`config.mk`:
```
export PLATFORM = sky130hd
export DESIGN_NAME = pll_lock_seq_flat
export DESIGN_NICKNAME = d
export VERILOG_FILES = /design/src/rtl/pll_lock_seq_if.sv /design/src/rtl/pll_lock_seq.sv /design/src/flat_wrapper.sv
export SDC_FILE = /design/constraint.sdc
export NUM_CORES = 1
export LEC_CHECK = 0
export ABC_CLOCK_PERIOD_IN_PS = 2800
export BUFFER_PORTS_ARGS = -buffer_cell sky130_fd_sc_hd__buf_2
export CORE_MARGIN = 8
export CORE_UTILIZATION = 58
export CTS_CLUSTER_SIZE = 20
export DETAILED_ROUTE_END_ITERATION = 10
export PLACE_DENSITY_LB_ADDON = 0.2
export SYNTH_ARGS = -nofsm -noshare
export SYNTH_HDL_FRONTEND = slang
export SYNTH_SLANG_ARGS = --single-unit
```
`constraint.sdc`:
```
create_clock -name clk -period 2.8 [get_ports clk]
set_input_delay 0.28 -clock clk [delete_from_list [all_inputs] [get_ports clk]]
set_output_delay 0.28 -clock clk [all_outputs]
set_load 0.01 [all_outputs]
```
`src/rtl/pll_lock_seq_if.sv`:
```
// Status/control bundle between the PLL lock sequencer and its surroundings.
// The master side drives lock and restart; the slave (sequencer) drives status.
interface pll_lock_seq_if;
    logic       pll_lock;
    logic       restart;
    logic       pll_rst;
    logic       sys_rst_n;
    logic       locked;
    logic       fault;
    logic [7:0] relock_cnt;
    logic [2:0] state;

    modport master (
        output pll_lock,
        output restart,
        input  pll_rst,
        input  sys_rst_n,
        input  locked,
        input  fault,
        input  relock_cnt,
        input  state
    );

    modport slave (
        input  pll_lock,
        input  restart,
        output pll_rst,
        output sys_rst_n,
        output locked,
        output fault,
        output relock_cnt,
        output state
    );
endinterface

```
`src/rtl/pll_lock_seq.sv`:
```
// Reset/lock sequencer for the GTP_PLL_E1: pulses the PLL reset, qualifies LOCK,
// releases the system reset after a stable lock window, re-locks on loss, faults on retries.
module pll_lock_seq #(
    parameter int unsigned RST_CYCLES    = 50,
    parameter int unsigned LOCK_TIMEOUT  = 50000,
    parameter int unsigned STABLE_CYCLES = 1024,
    parameter int unsigned LOSS_FILTER   = 4,
    parameter int unsigned MAX_RETRY     = 3,
    parameter int unsigned CNT_W         = 16
) (
    input  logic           clk,
    input  logic           rst_n,
    pll_lock_seq_if.slave  bus
);

    localparam int unsigned RETRY_W = (MAX_RETRY   < 2) ? 1 : $clog2(MAX_RETRY + 1);
    localparam int unsigned LOSS_W  = (LOSS_FILTER < 2) ? 1 : $clog2(LOSS_FILTER + 1);

    localparam logic [CNT_W-1:0]   RST_LAST    = CNT_W'(RST_CYCLES - 1);
    localparam logic [CNT_W-1:0]   TIMEOUT_LAST = CNT_W'(LOCK_TIMEOUT - 1);
    localparam logic [CNT_W-1:0]   STABLE_LAST = CNT_W'(STABLE_CYCLES - 1);
    localparam logic [RETRY_W-1:0] RETRY_MAX   = RETRY_W'(MAX_RETRY);
    localparam logic [LOSS_W-1:0]  LOSS_LAST   = LOSS_W'(LOSS_FILTER - 1);

    typedef enum logic [2:0] {
        S_RESET_HOLD = 3'd0,
        S_WAIT_LOCK  = 3'd1,
        S_STABLE     = 3'd2,
        S_RUN        = 3'd3,
        S_FAULT      = 3'd4
    } state_e;

    state_e             state_q,   state_d;
    logic [CNT_W-1:0]   timer_q,   timer_d;
    logic [RETRY_W-1:0] retry_q,   retry_d;
    logic [RETRY_W-1:0] retry_inc;
    logic [LOSS_W-1:0]  loss_q,    loss_d;
    logic [7:0]         relock_q,  relock_d;
    logic               lk_meta_q, lk_s_q;
    logic               pll_rst_q, sys_rst_n_q, locked_q, fault_q;

    // Two-flop synchroniser for the asynchronous PLL LOCK.
    always_ff @(posedge clk or negedge rst_n) begin
        if (!rst_n) begin
            lk_meta_q <= 1'b0;
            lk_s_q    <= 1'b0;
        end else begin
            lk_meta_q <= bus.pll_lock;
            lk_s_q    <= lk_meta_q;
        end
    end

    assign retry_inc = retry_q + 1'b1;

    always_comb begin
        state_d  = state_q;
        retry_d  = retry_q;
        loss_d   = '0;
        relock_d = relock_q;

        if (bus.restart) begin
            state_d = S_RESET_HOLD;
            retry_d = '0;
        end else begin
            case (state_q)
                S_RESET_HOLD: begin
                    if (timer_q == RST_LAST) state_d = S_WAIT_LOCK;
                end
                S_WAIT_LOCK: begin
                    if (lk_s_q) begin
                        state_d = S_STABLE;
                    end else if (timer_q == TIMEOUT_LAST) begin
                        retry_d = retry_inc;
                        state_d = (retry_inc == RETRY_MAX) ? S_FAULT : S_RESET_HOLD;
                    end
                end
                S_STABLE: begin
                    if (!lk_s_q) begin
                        state_d = S_WAIT_LOCK;
                    end else if (timer_q == STABLE_LAST) begin
                        state_d = S_RUN;
                        retry_d = '0;
                    end
                end
                S_RUN: begin
                    // Loss counter only survives consecutive low samples; any high sample clears it.
                    if (!lk_s_q) begin
                        if (loss_q == LOSS_LAST) begin
                            state_d = S_RESET_HOLD;
                            if (relock_q != 8'hFF) relock_d = relock_q + 8'd1;
                        end else begin
                            loss_d = loss_q + 1'b1;
                        end
                    end
                end
                S_FAULT: begin
                    state_d = S_FAULT;
                end
                default: begin
                    state_d = S_RESET_HOLD;
                end
            endcase
        end

        // A restart begins a fresh sequence even when already in RESET_HOLD.
        if (bus.restart || (state_d != state_q)) timer_d = '0;
        else                                     timer_d = timer_q + 1'b1;
    end

    always_ff @(posedge clk or negedge rst_n) begin
        if (!rst_n) begin
            state_q  <= S_RESET_HOLD;
            timer_q  <= '0;
            retry_q  <= '0;
            loss_q   <= '0;
            relock_q <= '0;
        end else begin
            state_q  <= state_d;
            timer_q  <= timer_d;
            retry_q  <= retry_d;
            loss_q   <= loss_d;
            relock_q <= relock_d;
        end
    end

    // Outputs are decoded from the next state so they change on the same edge as the state.
    always_ff @(posedge clk or negedge rst_n) begin
        if (!rst_n) begin
            pll_rst_q   <= 1'b1;
            sys_rst_n_q <= 1'b0;
            locked_q    <= 1'b0;
            fault_q     <= 1'b0;
        end else begin
            pll_rst_q   <= (state_d == S_RESET_HOLD) || (state_d == S_FAULT);
            sys_rst_n_q <= (state_d == S_RUN);
            locked_q    <= (state_d == S_RUN);
            fault_q     <= (state_d == S_FAULT);
        end
    end

    assign bus.pll_rst    = pll_rst_q;
    assign bus.sys_rst_n  = sys_rst_n_q;
    assign bus.locked     = locked_q;
    assign bus.fault      = fault_q;
    assign bus.relock_cnt = relock_q;
    assign bus.state      = state_q;

endmodule
```
`src/flat_wrapper.sv`:
```
// flat-port wrapper written by rule: the top's interface ports become plain ports
module pll_lock_seq_flat 
#(
    parameter int unsigned RST_CYCLES    = 50,
    parameter int unsigned LOCK_TIMEOUT  = 50000,
    parameter int unsigned STABLE_CYCLES = 1024,
    parameter int unsigned LOSS_FILTER   = 4,
    parameter int unsigned MAX_RETRY     = 3,
    parameter int unsigned CNT_W         = 16
)
  (clk, rst_n, bus_pll_lock, bus_restart, bus_pll_rst, bus_sys_rst_n, bus_locked, bus_fault, bus_relock_cnt, bus_state);
  pll_lock_seq_if bus_i ();
  input  logic clk;
  input  logic rst_n;
  input wire logic [$bits(bus_i.pll_lock)-1:0] bus_pll_lock;
  input wire logic [$bits(bus_i.restart)-1:0] bus_restart;
  output wire logic [$bits(bus_i.pll_rst)-1:0] bus_pll_rst;
  output wire logic [$bits(bus_i.sys_rst_n)-1:0] bus_sys_rst_n;
  output wire logic [$bits(bus_i.locked)-1:0] bus_locked;
  output wire logic [$bits(bus_i.fault)-1:0] bus_fault;
  output wire logic [$bits(bus_i.relock_cnt)-1:0] bus_relock_cnt;
  output wire logic [$bits(bus_i.state)-1:0] bus_state;
  assign bus_i.pll_lock = bus_pll_lock;
  assign bus_i.restart = bus_restart;
  assign bus_pll_rst = bus_i.pll_rst;
  assign bus_sys_rst_n = bus_i.sys_rst_n;
  assign bus_locked = bus_i.locked;
  assign bus_fault = bus_i.fault;
  assign bus_relock_cnt = bus_i.relock_cnt;
  assign bus_state = bus_i.state;
  pll_lock_seq #(.RST_CYCLES(RST_CYCLES), .LOCK_TIMEOUT(LOCK_TIMEOUT), .STABLE_CYCLES(STABLE_CYCLES), .LOSS_FILTER(LOSS_FILTER), .MAX_RETRY(MAX_RETRY), .CNT_W(CNT_W)) u_core (.clk(clk), .rst_n(rst_n), .bus(bus_i));
endmodule
```
==> impl_metrics.yaml <==
detailed_routing:
  wirelength_um: 3650
  detail-route-antenna-nets: 0
  routedWlPerCell_um: 15.2
  post-route-drc-count: 0
  vias_per_cell: 5.82
  first_pass_iters: 4
  via_count: 1396
  drtIter0Drc: 106
synthesis:
  yosysMostFrequentCell: "dfrtp_1"
  synth_compound_gate_area_share_pct: 12.1
  synth_top_cell_area_share_pct: 47.7
  yosysSeqAreaShare_pct: 49.1
  synth-simple-area-share_pct: 20.5
  yosysWarnings: 0
  synth_seq_cells: 37
  syn_area_per_cell_um2: 10.8
  muxShareOfSynthArea_pct: 1.79
  synthCells: 175
  syn-cell-area_um2: 1890
  synth_enable_flop_cells: 0
  yosys-top-cells-count: "dfrtp_1 (36), xnor2_1 (18), a21oi_1 (11), a21oi_2 (10), nand2_1 (9)"
  synth_nets: 184
  synthAdderAreaFrac_pct: 3.31
  synth_largest_area_cell: "dfrtp_1"
  synthArstFlopShare_pct: 100
  synth_area_leaders: "dfrtp_1 (48%), xnor2_1 (8.3%), a21oi_2 (4.6%)"
  ys_types: 40
  yosys_most_used_dff: "dfrtp_1"
  synth_top_family_by_area: "simple AND/OR/NAND/NOR gates"
  yosys.area_share.xor_xnor_pct: 9.74
power_and_ir_drop:
  p_sw_share_pct: 22.1
  p_switching_uw: 213
  ir_worst_vdd_uv: 300
  pwr-share-clk_pct: 37.6
  intPower_uw: 751
  comb_power_share_pct: 4.9
  p_leak_nw: 0.884
  p_seq_share_pct: 57.5
  p_per_area_nw_per_um2: 463
floorplan:
  dieArea_um2: 5340
  core-area_um2: 3080
  fp-row-count: 20
  die_h_um: 73.1
  initial_utilization_pct: 61.3
  die_width_um: 73.1
  num_io_pins: 19
global_routing:
  grt_pass1_wl_um: 6050
  gr-total-overflow: 0
  grt_pass1_vias: 1296
  antenna_found_initial: 0
  grt_usage_pct: 14.5
  grt_max_degree: 38
final_layout:
  nNetsFinal: 204
  final_cells: 240
  drive_gt1_share_pct: 23.0
  fin_util_pct: 67.6
  final_cell_area_um2: 2080
  area_growth_pct: 10.1
  antenna_cells: 0
  fillerInstances: 250
cts:
  cts_max_level: 2
  cts_tree: "yes"
  cts.sinks: 37
  clkLatencyLatePin_ps: 350
  cts_root_buf: "clkbuf_4"
  postCtsSetupBuffers: 0
  path_clk_slew_ps: 120
  cts_resized: 0
  cts_inserted_buffers: 5
  clock_path_buffers: 2
  holdBufCountCts: 0
place:
  dpl-instance-area_um2: 2000
  gp_congestion: 0.853
  io_buffers: 18
  place_inst: 232
  dp_hpwl_um: 2610
worst_hold_path:
  min_path_type: "in -> async"
timing:
  fin_tns_setup_ps: 0
  hold_violations: 0
  fin_worst_skew_ps: 16.7
  period_minus_slack_ps: 2270
  post-route-period-util_pct: 81.2
  final_max_slew_viol_count: 0
  grt_setup_unrepaired: "no"
  slew_headroom_pct: 46.7
  whs_ps: 6.10
  fmaxAchievable_mhz: 440
  tightest_slew_ps: 799
  setup_viol: 0
critical_path:
  regToRegEndpoint: "u_core.retry_q[1]"
  r2r-start: "u_core.timer_q[1]"
  cp_max_fo: 8
  worstPathArrival_ps: 2500
  required_ps: 3030
  r2r_cells: 6
  critPathKind: "reg -> reg"
  reg2reg_slack_ps: 530
  cp-end-kind: "flop"
  cp-start-kind: "flop"
status:
  outcome: "complete, no violations"
run:
  cap_violations: 0
-- worst max-delay path, cell delays in order (launching register included) --
cell and delay (ps):
dfrtp_1 400, ha_1 200, nand3_1 310, nor3_1 410, and3_1 280, a221o_1 220
mux2_2 340
-- cell type report --
class	instances	area [um2]	share of cell area, %
Sequential cell	37	927	44.6
Multi-Input combinational cell	125	897	43.1
Timing Repair Buffer	19	97.6	4.69
Tap cell	44	55.1	2.65
Clock buffer	6	41.3	1.99
Clock inverter	2	35.0	1.68
Inverter	7	26.3	1.26
-- placed cells by master (no fill, tap or decap), types with 5 or more instances in the layout --
master     n
a21oi_1   11
a21oi_2   10
and3_1     5
buf_2     18
clkbuf_4   5
dfrtp_1   36
ha_1       5
inv_1      7
nand2_1    9
nand3_1    5
nand4_1    6
nor2_1     7
nor3_1     8
nor4_1     5
xnor2_1   18
-- through the flow --
step	total power, mW	worst slack, ps
3_3_place_gp	0.609	656
2_1_floorplan	0.594	691
4_1_cts	0.976	531
3_5_place_dp	0.614	550
5_1_grt	0.993	397
6_report	0.964	528
-- metal layers --
layer | vias to the layer above | routed length (um) | global-route usage, %
met2 | 40 | 1720 | 22.5
met3 | 12 | 176 | 3.30
li1 | 667 | - | -
met1 | 677 | 1670 | 18.1
met5 | - | 0 | 0
met4 | 0 | 82 | 7.56
-- logic make-up after synthesis --
| kind of cell | Yosys count |
|---|---|
| buffers and inverters | 13 |
| XOR/XNOR | 21 |
| multiplexers | 3 |
| adder cells (fa/ha/maj) | 5 |
| flip-flops | 37 |
| AO/OA/AOI/OAI | 30 |
| AND/OR/NAND/NOR | 66 |
-- worst max-delay path by stage --
stage                                   from  cells past startpoint           endpoint  slack [ps]
after floorplan           u_core.timer_q[11]                      6  u_core.timer_q[4]         690
after global placement    u_core.timer_q[11]                      5  u_core.timer_q[0]         660
after detailed placement   u_core.timer_q[0]                      6  u_core.timer_q[1]         550
after CTS                  u_core.timer_q[1]                      6  u_core.timer_q[1]         530
after global routing       u_core.timer_q[1]                      6  u_core.retry_q[1]         400
final                      u_core.timer_q[1]                      6  u_core.retry_q[1]         530
-- power by group through the flow --
stage / combinational (mW) / sequential [mW] / clock [mW]
detailed placement: 0.0484 / 0.565 / 0
global placement: 0.0454 / 0.564 / 0
finish: 0.0469 / 0.555 / 0.362
floorplan: 0.0329 / 0.561 / 0
CTS: 0.0486 / 0.555 / 0.373
global route: 0.0542 / 0.557 / 0.382
-- flip-flops by register name, summed over array words and instances (netlist names), 2 cells and up --
| signal | flops |
|---|---|
| u_core.timer_q | 16 |
| u_core.bus.relock_cnt | 8 |
| u_core.bus.state | 3 |
| u_core.loss_q | 3 |
| u_core.retry_q | 2 |
Power figures use the tool's default switching activity.
